==> src/rtl/scan_alert_blocklist.sv <==
// Blocklist fed by the port-scan detector: inserts offending IPs into an aging
// table, answers single-cycle lookups, and queues one event per new block.
//
// state  | meaning
// IDLE   | waiting for a new alert edge
// SEARCH | walking the table one entry per cycle looking for a hit / free slot
// UPDATE | writing (or refreshing) the chosen entry
// LOG    | pushing the event record for a newly blocked IP
module scan_alert_blocklist #(
    parameter int DEPTH       = 8,
    parameter int TICK_CYCLES = 50_000_000,
    parameter int TTL_TICKS   = 60,
    parameter int FIFO_DEPTH  = 4
) (
    input  logic        clk,
    input  logic        rst,
    input  logic        alert_in,
    input  logic [31:0] ip_in,
    input  logic [47:0] mac_in,
    input  logic [15:0] port_in,
    input  logic        query_valid,
    input  logic [31:0] query_ip,
    output logic        resp_valid,
    output logic        resp_block,
    output logic        evt_valid,
    output logic [31:0] evt_ip,
    output logic [47:0] evt_mac,
    output logic [15:0] evt_port,
    input  logic        evt_ready,
    output logic [4:0]  block_count,
    output logic [7:0]  drop_count,
    output logic        evt_overflow
);
    localparam int IW  = (DEPTH > 1) ? $clog2(DEPTH) : 1;
    localparam int TW  = $clog2(TICK_CYCLES + 1);
    localparam int FW  = (FIFO_DEPTH > 1) ? $clog2(FIFO_DEPTH) : 1;
    localparam int FCW = FW + 1;

    typedef enum logic [1:0] {IDLE, SEARCH, UPDATE, LOG} state_t;

    state_t          state_q, state_d;
    logic            alert_d_q;
    logic            new_alert;
    logic [IW-1:0]   idx_q, hit_idx_q, free_idx_q, rep_ptr_q, tab_idx;
    logic            hit_q, free_q;
    logic [31:0]     ip_q;
    logic [47:0]     mac_q;
    logic [15:0]     port_q;
    logic            latch_en, tab_wr, rep_adv, log_en, drop_inc;
    logic            valid_q [DEPTH];
    logic [31:0]     ip_tab_q [DEPTH];
    logic [7:0]      ttl_q [DEPTH];
    logic [TW-1:0]   tick_cnt_q;
    logic            tick;
    logic            match_any;
    logic [4:0]      valid_cnt;
    logic [95:0]     mem_q [FIFO_DEPTH];
    logic [FW-1:0]   rd_ptr_q, wr_ptr_q, rd_ptr_d, wr_ptr_d;
    logic [FCW-1:0]  cnt_q, cnt_d;
    logic            push, pop;
    logic [95:0]     head_d, evt_word_q;
    logic            resp_valid_q, resp_block_q, evt_valid_q, ovf_q;
    logic [4:0]      block_count_q;
    logic [7:0]      drop_count_q;

    // Zero IP is never blocked, so such alerts are invisible to the FSM and drop counter.
    assign new_alert = alert_in & ~alert_d_q & (ip_in != 32'd0);
    assign tick      = (tick_cnt_q == TW'(TICK_CYCLES - 1));

    // State register.
    always_ff @(posedge clk) begin
        if (rst) state_q <= IDLE;
        else     state_q <= state_d;
    end

    // Next-state and per-state control strobes.
    always_comb begin
        state_d  = state_q;
        latch_en = 1'b0;
        tab_wr   = 1'b0;
        tab_idx  = hit_idx_q;
        rep_adv  = 1'b0;
        log_en   = 1'b0;
        drop_inc = 1'b0;
        case (state_q)
            IDLE: begin
                if (new_alert) begin
                    latch_en = 1'b1;
                    state_d  = SEARCH;
                end
            end
            SEARCH: begin
                drop_inc = new_alert;
                if (idx_q == IW'(DEPTH - 1)) state_d = UPDATE;
            end
            UPDATE: begin
                drop_inc = new_alert;
                tab_wr   = 1'b1;
                if (hit_q) begin
                    state_d = IDLE;
                end else begin
                    if (free_q) begin
                        tab_idx = free_idx_q;
                    end else begin
                        tab_idx = rep_ptr_q;
                        rep_adv = 1'b1;
                    end
                    state_d = LOG;
                end
            end
            LOG: begin
                drop_inc = new_alert;
                log_en   = 1'b1;
                state_d  = IDLE;
            end
            default: state_d = IDLE;
        endcase
    end

    // Alert capture and the sequential table walk.
    always_ff @(posedge clk) begin
        if (rst) begin
            alert_d_q  <= 1'b0;
            idx_q      <= '0;
            hit_q      <= 1'b0;
            free_q     <= 1'b0;
            hit_idx_q  <= '0;
            free_idx_q <= '0;
            ip_q       <= '0;
            mac_q      <= '0;
            port_q     <= '0;
            rep_ptr_q  <= '0;
        end else begin
            alert_d_q <= alert_in;
            if (rep_adv) rep_ptr_q <= rep_ptr_q + 1'b1;
            if (latch_en) begin
                ip_q   <= ip_in;
                mac_q  <= mac_in;
                port_q <= port_in;
                hit_q  <= 1'b0;
                free_q <= 1'b0;
                idx_q  <= '0;
            end else if (state_q == SEARCH) begin
                idx_q <= idx_q + 1'b1;
                if (!hit_q && valid_q[idx_q] && (ip_tab_q[idx_q] == ip_q)) begin
                    hit_q     <= 1'b1;
                    hit_idx_q <= idx_q;
                end
                if (!free_q && !valid_q[idx_q]) begin
                    free_q     <= 1'b1;
                    free_idx_q <= idx_q;
                end
            end
        end
    end

    // Aging tick generator.
    always_ff @(posedge clk) begin
        if (rst)       tick_cnt_q <= '0;
        else if (tick) tick_cnt_q <= '0;
        else           tick_cnt_q <= tick_cnt_q + 1'b1;
    end

    // Table entries: an UPDATE write overrides a coincident aging decrement.
    always_ff @(posedge clk) begin
        for (int e = 0; e < DEPTH; e++) begin
            if (rst) begin
                valid_q[e]  <= 1'b0;
                ip_tab_q[e] <= '0;
                ttl_q[e]    <= '0;
            end else if (tab_wr && (tab_idx == IW'(e))) begin
                valid_q[e]  <= 1'b1;
                ip_tab_q[e] <= ip_q;
                ttl_q[e]    <= 8'(TTL_TICKS);
            end else if (tick && valid_q[e] && (ttl_q[e] != 8'd0)) begin
                ttl_q[e] <= ttl_q[e] - 8'd1;
                if (ttl_q[e] == 8'd1) valid_q[e] <= 1'b0;
            end
        end
    end

    // Parallel lookup match and occupancy count over the pre-write table.
    always_comb begin
        match_any = 1'b0;
        valid_cnt = '0;
        for (int e = 0; e < DEPTH; e++) begin
            if (valid_q[e] && (ip_tab_q[e] == query_ip)) match_any = 1'b1;
            valid_cnt = valid_cnt + 5'(valid_q[e]);
        end
    end

    // Lookup response, occupancy, and drop counter registers.
    always_ff @(posedge clk) begin
        if (rst) begin
            resp_valid_q  <= 1'b0;
            resp_block_q  <= 1'b0;
            block_count_q <= '0;
            drop_count_q  <= '0;
        end else begin
            resp_valid_q  <= query_valid;
            resp_block_q  <= query_valid && match_any && (query_ip != 32'd0);
            block_count_q <= valid_cnt;
            if (drop_inc && (drop_count_q != 8'hFF)) drop_count_q <= drop_count_q + 8'd1;
        end
    end

    // FIFO pointer arithmetic and next head word (fall-through when empty).
    always_comb begin
        pop      = evt_valid_q & evt_ready;
        push     = log_en & ((cnt_q != FCW'(FIFO_DEPTH)) | pop);
        rd_ptr_d = rd_ptr_q + FW'(pop);
        wr_ptr_d = wr_ptr_q + FW'(push);
        cnt_d    = cnt_q + FCW'(push) - FCW'(pop);
        if (push && (rd_ptr_d == wr_ptr_q)) head_d = {ip_q, mac_q, port_q};
        else                                head_d = mem_q[rd_ptr_d];
    end

    // Event FIFO storage, registered head, and sticky overflow.
    always_ff @(posedge clk) begin
        if (rst) begin
            for (int i = 0; i < FIFO_DEPTH; i++) mem_q[i] <= '0;
            rd_ptr_q    <= '0;
            wr_ptr_q    <= '0;
            cnt_q       <= '0;
            evt_valid_q <= 1'b0;
            evt_word_q  <= '0;
            ovf_q       <= 1'b0;
        end else begin
            if (push) mem_q[wr_ptr_q] <= {ip_q, mac_q, port_q};
            rd_ptr_q    <= rd_ptr_d;
            wr_ptr_q    <= wr_ptr_d;
            cnt_q       <= cnt_d;
            evt_valid_q <= (cnt_d != '0);
            evt_word_q  <= head_d;
            if (log_en && !push) ovf_q <= 1'b1;
        end
    end

    assign resp_valid   = resp_valid_q;
    assign resp_block   = resp_block_q;
    assign evt_valid    = evt_valid_q;
    assign evt_ip       = evt_word_q[95:64];
    assign evt_mac      = evt_word_q[63:16];
    assign evt_port     = evt_word_q[15:0];
    assign block_count  = block_count_q;
    assign drop_count   = drop_count_q;
    assign evt_overflow = ovf_q;

endmodule

==> config.mk <==
export PLATFORM = sky130hd
export DESIGN_NAME = scan_alert_blocklist
export DESIGN_NICKNAME = d
export VERILOG_FILES = /design/src/rtl/scan_alert_blocklist.sv
export SDC_FILE = /design/constraint.sdc
export NUM_CORES = 2
export LEC_CHECK = 0
export BUFFER_PORTS_ARGS = -buffer_cell sky130_fd_sc_hd__buf_2
export CAP_MARGIN = 20
export CORE_UTILIZATION = 55
export DETAILED_ROUTE_END_ITERATION = 16
export GPL_ROUTABILITY_DRIVEN = 0
export PLACE_DENSITY_LB_ADDON = 0.15
export SLEW_MARGIN = 10
export SYNTH_ARGS = -nofsm -noshare
export SYNTH_HDL_FRONTEND = slang
export SYNTH_SLANG_ARGS = --single-unit
==> constraint.sdc <==
create_clock -name clk -period 15.11 [get_ports clk]
set_input_delay 0 -clock clk [delete_from_list [all_inputs] [get_ports clk]]
set_output_delay 0 -clock clk [all_outputs]
set_load 0.01 [all_outputs]
==> results.cfg <==
[setup_path]
worstSetupStartpointType = flip-flop
arrival_ps = 4810
crit_type = flip-flop to flip-flop
required_ps = 15410
crit_family = buffers and inverters
worst_setup_path_end_kind = flip-flop
crit_fanout = 97
slowest_delay_ps = 850
crit_chain = and2_1, nor3_1, nand2_1, nand3_1, clkinv_2, nand2_1, nor3b_2, buf_4, or2_4, buf_4
timing.critical_path.buf_inv = 3
crit_slowest_cell = buf_4

[sta]
setup_viol = 0
hold_ws_ps = 98.5
tightest_slew_ps = 1200
fin_crit_ps = 4510
max_slew_margin_pct = 19.9
fin_worst_skew_ps = 51.1
rsz0062_at_grt = no
tns_ps = 0
fin_crit_sh_pct = 29.8
max_freq_mhz = 222
maxSlewViolCount = 0
finalHoldViolCount = 0

[global_routing]
grt_overflow = 0
grt_pass1_wl_mm = 187
grtUsageTotal_pct = 30.5
grt_pass1_vias = 29100
grt_max_degree = 125
antenna_found_initial = 6

[die]
core_area_um2 = 80900
die_h_um = 289
die-area_um2 = 83200
die_w_um = 289
num_io_pins = 246
start_util_pct = 55.8
rows = 104

[route]
via_per_inst = 5.91
finalWirelength_mm = 128
wl_per_cell_um = 25.0
num_vias = 30100
drt_iter0_drc = 3396
postRouteAntennaNets = 0
drt-pass1-iter-count = 12
drc = 13

[power_and_ir_drop]
seqPwrFrac_pct = 48.3
p_leak_uw = 0.0195
p_clk_share_pct = 38.3
power.total_uw = 6400
ir_drop_v = 0.0000928
p_comb_share_pct = 13.4
p_per_area_nw_per_um2 = 123
p_sw_uw = 1640
p_int_uw = 4760
power_switching_share_pct = 25.6

[finish]
nets = 4120
final_cell_area_um2 = 52000
drive_gt1_share_pct = 15.3
fillers = 6155
area_growth_pct = 15.1

[logic_synthesis]
synthDistinctLibCells = 65
ys.warnings.count = 0
synth_cells = 3653
yosysTopAreaCell = edfxtp_1
yosysMostFrequentCell = edfxtp_1
synth_edf_count = 712
yosysTopAreaCellShare_pct = 47.4
synthFlopType = edfxtp_1
ys_top_cells_by_count = edfxtp_1 (712), and2_1 (514), nand2_1 (438), xnor2_1 (295), dfxtp_1 (261)
synthTopCellsByArea = edfxtp_1 (47%), dfxtp_1 (12%), and2_1 (7.1%)
avgSynthCellArea_um2 = 12.4
ys_ff_latch = 973
yosysSeqAreaShare_pct = 58.9
syn_nets = 3827
async_flop_share_pct = 0
synth_area_um2 = 45200

[clock_network]
clkTransAtPathRegs_ps = 60
cts_tree = built
htreeDepth = 3
numCtsBuffers = 101
cts_resized = 0
clkSinkCount = 973
post_cts_buffers = 0
cts_hold_buf = 157
clk_latency_ps = 690
cts-root-buf = clkbuf_16
clockBufferDepth = 3

[placed_design]
port_buffers = 244
hpwl_mm = 76.1
dpl_cell_area_um2 = 47100

[outcome]
status = complete, but fails checks
violations = design-rule violations

[min_path]
hp-class = input port to flip-flop

[flow_run]
maxCapViolCount = 0
## tightest hold or removal path: cells and delay by family
kind	cells	cell delay, ps
and+or+nand+nor	1	40
buffers and inverters	2	650
AOI/OAI and AO/OA	1	50
## sequential cells by signal, indices dropped and copies added (netlist names), 16 cells and up, named ones only
signal / flops
evt_word_q: 96
ip_q: 32
ip_tab_q: 256
mac_q: 48
mem_q: 384
port_q: 16
tick_cnt_q: 26
ttl_q: 64
## power by group through the flow
stage / logic (µW) / clock network [µW] / registers, µW
after floorplan: 545 / 0 / 3130
after global placement: 820 / 0 / 3140
after detailed placement: 824 / 0 / 3140
after CTS: 862 / 2480 / 3090
after global routing: 921 / 2570 / 3100
final: 860 / 2450 / 3090
## final cells by class
class	count	area (µm²)	share of cell area, %
Sequential cell	973	26600	51.2
Multi-Input combinational cell	2362	17300	33.4
Timing Repair Buffer	453	3210	6.18
Clock buffer	150	2940	5.65
Tap cell	1060	1330	2.55
Clock inverter	37	335	0.645
Inverter	55	209	0.402
Antenna cell	3	7.51	0.0144
## layout by cell type, fill, tap and decap left out, types with 4 or more instances in the layout
cell	n
nand2_1	438
nand4_1	86
clkbuf_16	104
mux4_1	23
fa_1	5
a22oi_1	4
mux4_2	135
nor2_4	4
a21oi_1	212
xor2_1	76
buf_2	243
clkbuf_8	16
edfxtp_1	712
clkinv_1	15
buf_4	51
and3_1	137
inv_1	50
clkbuf_1	30
or2_2	7
dlygate4sd3_1	157
o22ai_1	8
mux2i_1	49
dfxtp_1	258
nor3_1	29
or3_1	16
ha_1	35
and2_1	514
clkinv_2	17
xnor2_1	295
o21ai_0	30
nand3_1	30
nor4_1	52
nor2_1	111
nor2b_1	10
## cell families after synthesis
family,synth area share (%)
compound gates,3.28
xor+xnor,7.22
flops,58.9
fa+ha+maj,1.22
simple gates,17.2
buf+inv,2.96
mux,9.21
other cells,0.00831
## worst paths after layout
check,from,end,slack [ps],cells after the start
setup / recovery,evt_valid$_SDFF_PP0_,mem_q[1][39]$_SDFFCE_PN0P_,10600,10
hold / removal,mac_in[3],mac_q[3]$_SDFFE_PP0P_,100,4
hold reg to reg,tick_cnt_q[0]$_SDFF_PP0_,tick_cnt_q[0]$_SDFF_PP0_,480,1
setup reg to reg,evt_valid$_SDFF_PP0_,mem_q[1][39]$_SDFFCE_PN0P_,10600,10
## routing by layer
layer  up-vias  track usage (%)  share of wire [%]
met3       272             6.16                9.5
met1     14800             42.9                 40
li1      13500                -                  -
met5         -                0              0.010
met4         2             10.8                3.6
met2      1460             47.1                 46
## through the flow
stage / utilization, % / setup slack (ps) / std cells
global placement: 58.2 / 10650 / 4745
finish: 64.2 / 10600 / 5093
CTS: 64.2 / 10520 / 5089
global route: 64.2 / 10350 / 5093
detailed placement: 58.2 / 10570 / 4745
floorplan: - / 6900 / 3653
Power figures use the tool's default switching activity.
